<file path="src/rtl/clk_div_n.sv">
// ----------------------------------------------------------------------------
// clk_div_n
// Programmable integer clock divider with a 50% duty-cycle output for both
// even and odd divisors. A posedge counter decides the output level. A
// negedge copy of that level stretches the high phase by half a clk period
// when the divisor is odd.
//
// Ports
//   clk      : the only clock; both edges are used
//   rst      : asynchronous, active-high reset
//   en       : run request, acted on only at a period boundary
//   div_val  : requested divisor N (legal 2 .. 2^WIDTH-1)
//   div_load : one-cycle strobe capturing div_val as the pending divisor
//   clk_out  : divided clock
//   tick     : one-clk-cycle pulse during the first cycle of each period
//   busy     : high while a period is in progress or en is high
//   cfg_err  : sticky flag, set by a load of an illegal divisor (<2),
//              cleared by the next legal load
// ----------------------------------------------------------------------------
module clk_div_n #(
    parameter int WIDTH       = 8,
    parameter int DEFAULT_DIV = 3
) (
    input  logic             clk,
    input  logic             rst,
    input  logic             en,
    input  logic [WIDTH-1:0] div_val,
    input  logic             div_load,
    output logic             clk_out,
    output logic             tick,
    output logic             busy,
    output logic             cfg_err
);

    localparam logic [WIDTH-1:0] DEF_N = WIDTH'(DEFAULT_DIV);

    logic [WIDTH-1:0] cnt_reg;
    logic [WIDTH-1:0] cnt_next;
    logic [WIDTH-1:0] cur_n_reg;
    logic [WIDTH-1:0] n_next;
    logic [WIDTH-1:0] pend_n_reg;
    logic             pend_vld_reg;
    logic             q_pos_reg;
    logic             q_pos_next;
    logic             q_neg_reg;
    logic             tick_reg;
    logic             cfg_err_reg;

    logic [WIDTH-1:0] last_cnt;
    logic             at_end;
    logic             wrap;
    logic [WIDTH:0]   half_next;
    logic             load_ok;

    // cnt == cur_n-1 is both the last cycle of a period and the idle state.
    assign last_cnt = cur_n_reg - 1'b1;
    assign at_end   = (cnt_reg == last_cnt);
    assign wrap     = at_end && en;
    assign load_ok  = (div_val >= WIDTH'(2));

    always_comb begin
        cnt_next = cnt_reg + 1'b1;
        n_next   = cur_n_reg;
        if (at_end) begin
            cnt_next = en ? '0 : cnt_reg;
            // A pending divisor takes over exactly at the wrap, so the new
            // period starting at cnt=0 is already timed with the new N.
            if (wrap && pend_vld_reg) begin
                n_next = pend_n_reg;
            end
        end
    end

    // High for the first ceil(N/2) counts of the period that cnt_next belongs to.
    // Because N-1 >= ceil(N/2) for every legal N, the idle/boundary count always
    // yields a low level, which keeps start, stop and divisor changes glitch-free.
    assign half_next  = ({1'b0, n_next} + (WIDTH+1)'(1)) >> 1;
    assign q_pos_next = ({1'b0, cnt_next} < half_next);

    always_ff @(posedge clk or posedge rst) begin
        if (rst) begin
            cnt_reg      <= DEF_N - 1'b1;
            cur_n_reg    <= DEF_N;
            pend_n_reg   <= DEF_N;
            pend_vld_reg <= 1'b0;
            q_pos_reg    <= 1'b0;
            tick_reg     <= 1'b0;
            cfg_err_reg  <= 1'b0;
        end else begin
            cnt_reg   <= cnt_next;
            cur_n_reg <= n_next;
            q_pos_reg <= q_pos_next;
            tick_reg  <= (cnt_next == '0);
            if (wrap) begin
                pend_vld_reg <= 1'b0;
            end
            // Placed after the wrap handling: a load on the wrap edge is
            // queued for the following boundary, while the wrap itself used
            // the value that was pending before this edge.
            if (div_load) begin
                if (load_ok) begin
                    pend_n_reg   <= div_val;
                    pend_vld_reg <= 1'b1;
                    cfg_err_reg  <= 1'b0;
                end else begin
                    cfg_err_reg  <= 1'b1;
                end
            end
        end
    end

    // Half-cycle delayed copy of the posedge level, used for odd divisors.
    always_ff @(negedge clk or posedge rst) begin
        if (rst) begin
            q_neg_reg <= 1'b0;
        end else begin
            q_neg_reg <= q_pos_reg;
        end
    end

    // Odd N: rise is delayed to the negedge and fall stays on the posedge,
    // giving N/2 clk periods high and N/2 low. Both registers are reset
    // asynchronously, so clk_out drops to 0 as soon as rst rises.
    assign clk_out = cur_n_reg[0] ? (q_pos_reg & q_neg_reg) : q_pos_reg;
    assign tick    = tick_reg;
    assign busy    = !at_end || en;
    assign cfg_err = cfg_err_reg;

endmodule
</file>
<file path="config.mk">
export PLATFORM = sky130hd
export DESIGN_NAME = clk_div_n
export DESIGN_NICKNAME = d
export VERILOG_FILES = /design/src/rtl/clk_div_n.sv
export SDC_FILE = /design/constraint.sdc
export NUM_CORES = 1
export LEC_CHECK = 0
export ABC_AREA = 1
export BUFFER_PORTS_ARGS = -buffer_cell sky130_fd_sc_hd__buf_2
export CORE_AREA = 2 2 63 65
export CTS_CLUSTER_SIZE = 25
export DETAILED_ROUTE_END_ITERATION = 8
export DIE_AREA = 0 0 65 67
export PLACE_DENSITY_LB_ADDON = 0.3
export RECOVER_POWER = 50
export SYNTH_ARGS = -nofsm -noshare
export SYNTH_HDL_FRONTEND = slang
export SYNTH_SLANG_ARGS = --single-unit
</file>
<file path="constraint.sdc">
create_clock -name clk -period 9.8 [get_ports clk]
set_clock_uncertainty 0.15 [all_clocks]
set_input_delay 1.47 -clock clk [delete_from_list [all_inputs] [get_ports clk]]
set_output_delay 1.47 -clock clk [all_outputs]
set_load 0.005 [all_outputs]
</file>
==> results of run 1 <==
==> final timing paths <==
kind / end / slack (ns)
worst max-delay path: clk_out / 2.38
worst min-delay path: pend_n_reg[7]$_DFFE_PP0P_ / 0.34
min in group asynchronous: q_pos_reg$_DFF_PP0_ / 1.29
worst max register to register: q_neg_reg$_DFF_NP0_ / 4.22
max in group asynchronous: q_neg_reg$_DFF_NP0_ / 2.78
worst min register to register: pend_n_reg[7]$_DFFE_PP0P_ / 0.34
==> final cells by class <==
cell class,count,area (µm²)
Multi-Input combinational cell,218,1260
Clock buffer,6,72.6
Timing Repair Buffer,15,75.1
Sequential cell,29,732
Fill cell,324,1250
Inverter,38,145
Tap cell,48,60.1
Clock inverter,2,10.0
==> stage by stage <==
| stage | setup WS (ns) | area, µm² | util | hold slack, ns | total power, W |
|---|---|---|---|---|---|
| CTS | 2.37 | 2360 | 0.655 | 0.339 | 0.000232 |
| global placement | 2.37 | 2280 | 0.632 | 0.315 | 0.000139 |
| floorplan | 2.77 | 2160 | - | 0.299 | 0.000134 |
| finish | 2.38 | 2360 | 0.654 | 0.340 | 0.000230 |
| detailed placement | 2.34 | 2280 | 0.632 | 0.322 | 0.000139 |
| global route | 2.33 | 2360 | 0.654 | 0.358 | 0.000239 |
==> power groups by stage <==
stage | Combinational (W) | Sequential (W) | Clock (W)
6_report | 0.0000106 | 0.000126 | 0.0000935
5_1_grt | 0.0000126 | 0.000126 | 0.0000997
4_1_cts | 0.0000110 | 0.000126 | 0.0000950
3_5_place_dp | 0.0000109 | 0.000128 | 0
3_3_place_gp | 0.0000107 | 0.000128 | 0
2_1_floorplan | 0.00000678 | 0.000128 | 0
==> layer usage <==
| metal | vias up | part of all wire | wire length, µm |
|---|---|---|---|
| li1 | 948 | - | - |
| met1 | 829 | 0.46 | 2000 |
| met2 | 37 | 0.49 | 2110 |
| met3 | 9 | 0.035 | 151 |
| met4 | 0 | 0.018 | 78 |
| met5 | - | 0 | 0 |
==> cells in the final DEF (no fill, tap or decap), types with 6 or more instances in the layout <==
cell type	synthesis	layout
nand2_1	87	87
dfrtp_1	23	23
nand4_1	8	8
nor2_1	19	20
nand2_2	15	15
buf_2	2	15
ha_1	10	10
nor2_4	6	6
inv_1	35	35
o21ai_0	7	7
nand3_1	24	24
==> logic make-up after synthesis <==
group	after synthesis	synth area share
adders and majority gates	10	0.0580
and+or+nand+nor	179	0.431
AOI/OAI and AO/OA	19	0.0510
DFF	29	0.339
xor gates and xnor gates	10	0.0475
buffers and inverters	41	0.0736
==> worst max-delay path: cells and delay by family (launching register included) <==
| kind | cells | cell delay (ns) |
|---|---|---|
| DFF | 1 | 0.32 |
| AOI/OAI and AO/OA | 1 | 0.17 |
| buffers and inverters | 1 | 0.12 |
==> out/qor.yml, run 1 <==
outcome: "complete, no violations"
netlist_area_um2: 2160
h-tree-depth: 2
grt.met3_usage: 0.0439
syn_inst: 288
layout.cells.non_filler: 356
clockRootBuffer: "clkbuf_8"
wl_um: 4340
cts_tree: "done"
synth.area.top_cells: "dfrtp_1 27%, nand2_1 15%, dfstp_2 6.1%, inv_1 6.1%, ha_1 5.8%"
synth_nets: 310
remaining_drc_errors: 0
worstHoldStart: "pend_n_reg[7]$_DFFE_PP0P_"
slowest_stage: "dfrtn_1"
grt_pass1_wl_um: 7680
maxCapViolations: 0
vdd_ir_drop_max_v: 0.0000993
p_int_w: 0.000176
synth_top_area_frac: 0.267
wl_per_cell_um: 12.2
grt-ovfl-total: 0
ys.flop_type: "dfrtp_1"
use_met2: 0.407
cp.required_ns: 8.18
hp-class: "flop to flop"
die_w_um: 65
portBuffers: 15
path_clk_slew_ns: 0.06
drive_above_1_share: 0.227
cts.path.max_buffers: 2
synthArstFlopShare: 1.00
synth_top_area_cell: "dfrtp_1"
rsz0062_at_grt: "no"
p_comb_frac: 0.046
crit_path_cell_trace: "o21a_1, buf_2"
hold_viol_final: 0
antenna_found_initial: 0
vias: 1823
gr-usage-met1: 0.289
postCtsSetupBuffers: 0
synth_edf_count: 0
cp-start-kind: "flop"
grt-busiest-layer: "met2"
fp.dieH_um: 67
critPathArrivalTime_ns: 5.80
finalMaxSlewViolations: 0
p_clk_frac: 0.406
pwr-share-seq: 0.548
clock_latency_ns: 0.28
p_leak_nw: 1.16
grt_max_degree: 30
path_class: "flop to output pin"
hold_buffers: 0
postRouteAntennaNets: 0
p_sw_frac: 0.234
cts_sinks: 29
tightest_slew_ns: 1.06
synth_warnings: 0
dieArea_um2: 4360
regToRegStartpoint: "q_pos_reg$_DFF_PP0_"
cts.repair.resized: 0
nets: 329
diodes: 0
power_switching_w: 0.0000537
power.density_nw_per_um2: 97.5
rows: 22
coreArea_um2: 3610
synth_cell_types: 32
setup_violations: 0
dp_hpwl_um: 3470
ys_seq_elements: 29
place.gp.congestion: 0.904
grt_usage: 0.235
cp-startpoint: "q_neg_reg$_DFF_NP0_"
crit_path_end_kind: "output pin"
synthToLayoutAreaGrowth_pct: 9.33
drt-initial-drc-count: 99
synth_common_cells: "87 x nand2_1, 35 x inv_1, 24 x nand3_1"
worstPathMaxFanout: 1
start_util: 0.599
ios: 16
avgSynthCellArea_um2: 7.49
first_pass_iters: 5
rr_worst_depth: 0
max_stage_delay_ns: 0.32
via_per_inst: 5.12
cts_made_buffers: 5
dp_cells: 348
whs_path_depth: 2
grt_pass1_vias: 1693
final.setup.tns_ns: 0
yosysSeqAreaShare: 0.339
synth_most_common_cell: "nand2_1"
relSlewSlack: 0.290
No activity file was read; power rests on OpenSTA's default activity.
==> inputs of run 2 (changes only) <==
--- a/config.mk
+++ b/config.mk
@@ -5,12 +5,12 @@
 export SDC_FILE = /design/constraint.sdc
 export NUM_CORES = 1
 export LEC_CHECK = 0
-export ABC_AREA = 1
+export ABC_AREA = 0
 export BUFFER_PORTS_ARGS = -buffer_cell sky130_fd_sc_hd__buf_2
-export CORE_AREA = 2 2 63 65
+export CORE_AREA = 2 2 66 68
 export CTS_CLUSTER_SIZE = 25
 export DETAILED_ROUTE_END_ITERATION = 8
-export DIE_AREA = 0 0 65 67
+export DIE_AREA = 0 0 68 70
 export PLACE_DENSITY_LB_ADDON = 0.3
 export RECOVER_POWER = 50
 export SYNTH_ARGS = -nofsm -noshare
==> constraint.sdc (replaced) <==
create_clock -name clk -period 6.2 [get_ports clk]
set_clock_uncertainty 0.15 [all_clocks]
set_input_delay 0.93 -clock clk [delete_from_list [all_inputs] [get_ports clk]]
set_output_delay 0.93 -clock clk [all_outputs]
set_load 0.005 [all_outputs]
==> out/qor.yml, run 2 <==
outcome: "finished, violations left"  # was complete, no violations
violations: "max-capacitance violations, max-slew violations"
syn_inst: 235  # was 288
dp_hpwl_um: 3440  # was 3470 µm
ys_seq_elements: 29  # unchanged
synth_top_area_cell: "dfrtp_1"  # unchanged
drive_above_1_share: 0.154  # was 0.227
start_util: 0.503  # was 0.599
regToRegSetupSlack_ns: 1.07  # was 4.22 ns
first_pass_iters: 4  # was 5
path_clk_slew_ns: 0.06  # about the same
crit_buf_inv: 3  # was 1
whs_ns: 0.325  # was 0.340 ns
via_per_inst: 5.68  # was 5.12
relSlewSlack: -0.0338  # was 0.290
synth_top_area_frac: 0.276  # was 0.267
synthToLayoutAreaGrowth_pct: 7.45  # was 9.33%
rr_worst_depth: 19  # was 0
cp.required_ns: 3.18  # was 8.18 ns
cts.path.max_buffers: 2  # unchanged
cts_sinks: 29  # unchanged
wl_um: 4560  # was 4340 µm
crit_path_end_kind: "asynchronous set/reset pin"  # was output pin
cts.repair.resized: 0  # unchanged
remaining_drc_errors: 0  # unchanged
dieArea_um2: 4760  # was 4360 µm²
grt_max_degree: 30  # unchanged
grt_usage: 0.220  # was 0.235
synth_common_cells: "40 x nand2_1, 23 x dfrtp_1, 13 x xnor2_1"  # was 87 x nand2_1, 35 x inv_1, 24 x nand3_1
multiInputGateArea_um2: 1240  # was 1260 µm²
synth_cell_types: 48  # was 32
final_common_cell: "nand2_1"  # unchanged
vdd_ir_drop_max_v: 0.000155  # was 0.0000993 V
power_switching_w: 0.000199  # was 0.0000537 W
place.gp.congestion: 0.896  # was 0.904
worstHoldStart: "cfg_err$_DFFE_PP0P_"  # was pend_n_reg[7]$_DFFE_PP0P_
finalMaxSlewViolations: 30  # was 0
p_comb_frac: 0.316  # was 0.046
postCtsSetupBuffers: 0  # unchanged
p_leak_nw: 1.03  # was 1.16 nW
crit_family: "buffers and inverters"  # was flip-flops
yosysSeqAreaShare: 0.351  # was 0.339
ios: 16  # unchanged
grt_pass1_vias: 1648  # was 1693
cp-start-kind: "input port"  # was flop
h-tree-depth: 2  # unchanged
seq_area_um2: 732  # unchanged
crit_path_cell_trace: "buf_2, inv_1, clkbuf_1"  # was o21a_1, buf_2
n_fill_cell: 391  # was 324
coreArea_um2: 4140  # was 3610 µm²
die_w_um: 68  # was 65 µm
synth_most_common_cell: "nand2_1"  # unchanged
synth_nets: 257  # was 310
synth_edf_count: 0  # unchanged
wl_per_cell_um: 15.3  # was 12.2 µm
rsz0062_at_grt: "no"  # unchanged
postRouteAntennaNets: 0  # unchanged
hold_buffers: 0  # unchanged
setup_violations: 0  # unchanged
hold_viol_final: 0  # unchanged
diodes: 0  # unchanged
grt-ovfl-total: 0  # unchanged
synth.area.top_cells: "dfrtp_1 28%, nand2_1 7.2%, dfstp_2 6.3%, ha_1 6.0%, xnor2_1 5.5%"  # was dfrtp_1 27%, nand2_1 15%, dfstp_2 6.1%, inv_1 6.1%, ha_1 5.8%
ys.flop_type: "dfrtp_1"  # unchanged
tightest_slew_ns: 1.55  # was 1.06 ns
final.setup.tns_ns: 0  # unchanged
grt_pass1_wl_um: 7800  # was 7680 µm
p_sw_frac: 0.340  # was 0.234
path_class: "input port to asynchronous set/reset pin"  # was flop to output pin
rows: 24  # was 22
r2r_end: "q_pos_reg$_DFF_PP0_"  # was q_neg_reg$_DFF_NP0_
clockRootBuffer: "clkbuf_8"  # unchanged
fp.dieH_um: 70  # was 67 µm
drt-initial-drc-count: 121  # was 99
hold_end: "cfg_err$_DFFE_PP0P_"  # was pend_n_reg[7]$_DFFE_PP0P_
max_stage_delay_ns: 1.12  # was 0.32 ns
synthArstFlopShare: 1.00  # unchanged
pwr-share-seq: 0.431  # was 0.548
avgSynthCellArea_um2: 8.86  # was 7.49 µm²
whs_path_depth: 1  # was 2
critPathArrivalTime_ns: 2.19  # was 5.80 ns
synth_warnings: 0  # unchanged
hp-class: "flop to flop"  # unchanged
slowest_stage: "clkbuf_1"  # was dfrtn_1
maxCapViolations: 1  # was 0
cp_num_cells: 3  # was 2
power.density_nw_per_um2: 261  # was 97.5 nW/µm²
vias: 1697  # was 1823
p_int_w: 0.000385  # was 0.000176 W
netlist_area_um2: 2080  # was 2160 µm²
portBuffers: 15  # unchanged
worstPathMaxFanout: 29  # was 1
nets: 268  # was 329
antenna_found_initial: 0  # unchanged
p_clk_frac: 0.252  # was 0.406
cts_tree: "done"  # unchanged
layout_common_cells: "40 x nand2_1, 23 x dfrtp_1, 15 x buf_2, 13 x xnor2_1"  # was 87 x nand2_1, 35 x inv_1, 24 x nand3_1, 23 x dfrtp_1, 20 x nor2_1
regToRegStartpoint: "cur_n_reg[0]$_DFF_PP1_"  # was q_pos_reg$_DFF_PP0_
cts_made_buffers: 5  # unchanged
clock_latency_ns: 0.29  # was 0.28 ns
## run 2: worst register-to-register path, delay by kind of cell, from the launching register on
kind	cells	cell delay (ns)
AO/OA/AOI/OAI	8	1.22
flip-flops	1	0.57
XOR/XNOR	1	0.16
AND/OR/NAND/NOR	6	2.08
adder cells (fa/ha/maj)	3	0.78
buffers and inverters	1	0.10
## run 2: final cells by class
class                   count  share of cell area
repair buffers             18              0.0402
inverters                   8              0.0134
flip-flops and latches     29               0.327
multi-input cells         184               0.554
clock inverters             1             0.00224
well taps                  52              0.0291
clock buffers               7              0.0341
## run 2: cell families (layout without fill, tap and decap cells)
kind of cell	Yosys count	after routing	share of synthesized area
fa+ha+maj	10	10	0.0601
buf+inv	22	34	0.0535
mux	11	11	0.0631
flops	29	29	0.351
simple gates	95	95	0.229
compound gates	44	44	0.138
xor+xnor	24	24	0.105
## run 2: worst max-delay path by stage
stage               slack (ns)              startpoint                   to
CTS                       1.09  cur_n_reg[0]$_DFF_PP1_  q_pos_reg$_DFF_PP0_
global placement          1.24  cur_n_reg[0]$_DFF_PP1_  q_pos_reg$_DFF_PP0_
finish                    0.99                     rst  q_neg_reg$_DFF_NP0_
global route              0.63                     rst  q_neg_reg$_DFF_NP0_
detailed placement        1.09  cur_n_reg[0]$_DFF_PP1_  q_pos_reg$_DFF_PP0_
floorplan                 1.51                     rst  q_neg_reg$_DFF_NP0_
## run 2: power groups by stage
stage	Combinational, W	Sequential (W)	Clock (W)
floorplan	0.000160	0.000234	0
global placement	0.000182	0.000254	0
detailed placement	0.000184	0.000254	0
CTS	0.000185	0.000251	0.000152
global route	0.000207	0.000256	0.000157
finish	0.000185	0.000252	0.000147
## run 2: per-layer routing
metal	GRT usage	routed length, µm	vias up
met2	0.348	2180	42
met5	0	0	-
met3	0.0338	220	7
met4	0.0756	82	0
met1	0.304	2080	802
li1	-	-	846
## run 2: through the flow
step | cells | setup slack, ns | util | total power (W) | cell area, µm²
detailed placement | 291 | 1.09 | 0.522 | 0.000439 | 2160
floorplan | 235 | 1.51 | - | 0.000394 | 2080
finish | 299 | 0.994 | 0.540 | 0.000584 | 2240
CTS | 299 | 1.09 | 0.542 | 0.000588 | 2250
global placement | 291 | 1.24 | 0.522 | 0.000436 | 2160
global route | 299 | 0.628 | 0.540 | 0.000621 | 2240
==> inputs of run 3 (changes only) <==
--- a/config.mk
+++ b/config.mk
@@ -5,12 +5,12 @@
 export SDC_FILE = /design/constraint.sdc
 export NUM_CORES = 1
 export LEC_CHECK = 0
-export ABC_AREA = 0
+export ABC_AREA = 1
 export BUFFER_PORTS_ARGS = -buffer_cell sky130_fd_sc_hd__buf_2
-export CORE_AREA = 2 2 66 68
+export CORE_AREA = 2 2 63 65
 export CTS_CLUSTER_SIZE = 25
 export DETAILED_ROUTE_END_ITERATION = 8
-export DIE_AREA = 0 0 68 70
+export DIE_AREA = 0 0 65 67
 export PLACE_DENSITY_LB_ADDON = 0.3
 export RECOVER_POWER = 50
 export SYNTH_ARGS = -nofsm -noshare
==> constraint.sdc (replaced) <==
create_clock -name clk -period 5.13 [get_ports clk]
set_clock_uncertainty 0.15 [all_clocks]
set_input_delay 0.7695 -clock clk [delete_from_list [all_inputs] [get_ports clk]]
set_output_delay 0.7695 -clock clk [all_outputs]
set_load 0.005 [all_outputs]
==> out/qor.yml, run 3 (synthesis gave the netlist of run 1 again) <==
outcome: "complete, no violations"  # was finished, violations left
slowest_stage: "dfrtn_1"  # was clkbuf_1
power_switching_w: 0.0000996  # was 0.000199 W
fin_util: 0.659  # was 0.540
maxCapViolations: 0  # was 1
max_stage_delay_ns: 0.32  # was 1.12 ns
hold_viol_final: 0  # unchanged
grt_usage: 0.251  # was 0.220
fin_total_pwr_w: 0.000452  # was 0.000584 W
synthToLayoutAreaGrowth_pct: 10.1  # was 7.45%
final_common_cell: "nand2_1"  # unchanged
grt-busiest-layer: "met2"  # unchanged
cts_made_buffers: 5  # unchanged
cts_sinks: 29  # unchanged
ios: 16  # unchanged
hold_buffers: 0  # unchanged
setup_violations: 0  # unchanged
grt_pass1_wl_um: 8120  # was 7800 µm
finalMaxSlewViolations: 0  # was 30
via_per_inst: 5.14  # was 5.68
p_leak_nw: 1.16  # was 1.03 nW
postCtsSetupBuffers: 0  # unchanged
grt_pass1_vias: 1850  # was 1648
wl_per_cell_um: 12.6  # was 15.3 µm
vias: 1836  # was 1697
grt.met3_usage: 0.0439  # was 0.0338
crit_path_cell_trace: "o21a_1, buf_2"  # was buf_2, inv_1, clkbuf_1
crit_family: "flip-flops"  # was buffers and inverters
p_comb_frac: 0.046  # was 0.316
p_clk_frac: 0.422  # was 0.252
cp.required_ns: 4.21  # was 3.18 ns
portBuffers: 15  # unchanged
wl_um: 4500  # was 4560 µm
use_met2: 0.429  # was 0.348
die_w_um: 65  # was 68 µm
grt_max_degree: 30  # unchanged
grt-ovfl-total: 0  # unchanged
fp.dieH_um: 67  # was 70 µm
dieArea_um2: 4360  # was 4760 µm²
vdd_ir_drop_max_v: 0.000177  # was 0.000155 V
start_util: 0.599  # was 0.503
place.gp.congestion: 0.838  # was 0.896
whs_ns: 0.328  # was 0.325 ns
final.setup.tns_ns: 0  # unchanged
rows: 22  # was 24
p_int_w: 0.000353  # was 0.000385 W
path_class: "flop to output pin"  # was input port to asynchronous set/reset pin
critPathArrivalTime_ns: 3.46  # was 2.19 ns
cts.path.max_buffers: 2  # unchanged
pwr-share-seq: 0.532  # was 0.431
antenna_found_initial: 0  # unchanged
layout_common_cells: "87 x nand2_1, 35 x inv_1, 24 x nand3_1, 23 x dfrtp_1, 19 x nor2_1"  # was 40 x nand2_1, 23 x dfrtp_1, 15 x buf_2, 13 x xnor2_1
clockRootBuffer: "clkbuf_8"  # unchanged
path_clk_slew_ns: 0.05  # was 0.06 ns
tightest_slew_ns: 0.429  # was 1.55 ns
diodes: 0  # unchanged
gr-usage-met1: 0.302  # was 0.304
clock_latency_ns: 0.28  # was 0.29 ns
crit_path_end_kind: "output pin"  # was asynchronous set/reset pin
postRouteAntennaNets: 0  # unchanged
drt-initial-drc-count: 79  # was 121
power.density_nw_per_um2: 190  # was 261 nW/µm²
cp-start-kind: "flop"  # was input port
drive_above_1_share: 0.227  # was 0.154
hp-class: "flop to flop"  # unchanged
cts.repair.resized: 0  # unchanged
rsz0062_at_grt: "no"  # unchanged
coreArea_um2: 3610  # was 4140 µm²
remaining_drc_errors: 0  # unchanged
worstPathMaxFanout: 1  # was 29
cts_tree: "done"  # unchanged
h-tree-depth: 2  # unchanged
p_sw_frac: 0.220  # was 0.340
dp_hpwl_um: 3660  # was 3440 µm
first_pass_iters: 4  # unchanged
crit_buf_inv: 1  # was 3
relSlewSlack: 0.714  # was -0.0338
nets: 330  # was 268
[run 3: changes by cell type in the layout (fill, tap and decap cells not counted), sizes merged, moves of 5 or more]
cell   previous run  this run
nand2            40       107
xnor2            14         4
a21o              5         0
nor2             10        32
inv               8        38
nand3            12        27
nor3              7         2
and3              6         0
mux2              8         0
nand4             1        10
[run 3: layer usage]
| layer | wire (µm) | vias to the layer above |
|---|---|---|
| met5 | 0 | - |
| met4 | 108 | 0 |
| met3 | 209 | 12 |
| met2 | 2250 | 46 |
| met1 | 1930 | 826 |
| li1 | - | 952 |
[run 3: stage by stage]
| stage | cell area [µm²] | std cells | worst slack, ns |
|---|---|---|---|
| after global routing | 2380 | 357 | 0.707 |
| final | 2380 | 357 | 0.747 |
| after CTS | 2380 | 357 | 0.741 |
| after global placement | 2290 | 349 | 1.05 |
| after floorplan | 2160 | 288 | 1.13 |
| after detailed placement | 2290 | 349 | 1.05 |
[run 3: power groups by stage]
stage	combinational [W]	clock, W	sequential, W
final	0.0000208	0.000191	0.000241
after global routing	0.0000251	0.000204	0.000241
after CTS	0.0000216	0.000194	0.000241
after detailed placement	0.0000215	0	0.000245
after global placement	0.0000212	0	0.000244
after floorplan	0.0000129	0	0.000244
[run 3: area by class of cell]
class | count | area, µm²
inverter | 38 | 145
multi-input combinational | 218 | 1270
fill | 314 | 1230
clock buffer | 8 | 90.1
tap | 48 | 60.1
sequential | 29 | 732
timing repair buffer | 16 | 81.3
[run 3: path summary, 6_finish.rpt]
check | from | end | slack [ns] | depth (start not counted)
setup / recovery | q_neg_reg$_DFF_NP0_ | clk_out | 0.75 | 2
hold / removal | pend_n_reg[7]$_DFFE_PP0P_ | pend_n_reg[7]$_DFFE_PP0P_ | 0.33 | 2
setup reg to reg | cur_n_reg[0]$_DFF_PP1_ | q_pos_reg$_DFF_PP0_ | 1.43 | 23
hold reg to reg | pend_n_reg[7]$_DFFE_PP0P_ | pend_n_reg[7]$_DFFE_PP0P_ | 0.33 | 2
max in group asynchronous | rst | q_neg_reg$_DFF_NP0_ | 1.72 | 3
min in group asynchronous | rst | q_pos_reg$_DFF_PP0_ | 0.38 | 3
[run 3: worst min-delay path: cells and delay by family (launching register included)]
family	cells	cell delay (ns)
DFF	1	0.34
and+or+nand+nor	2	0.10
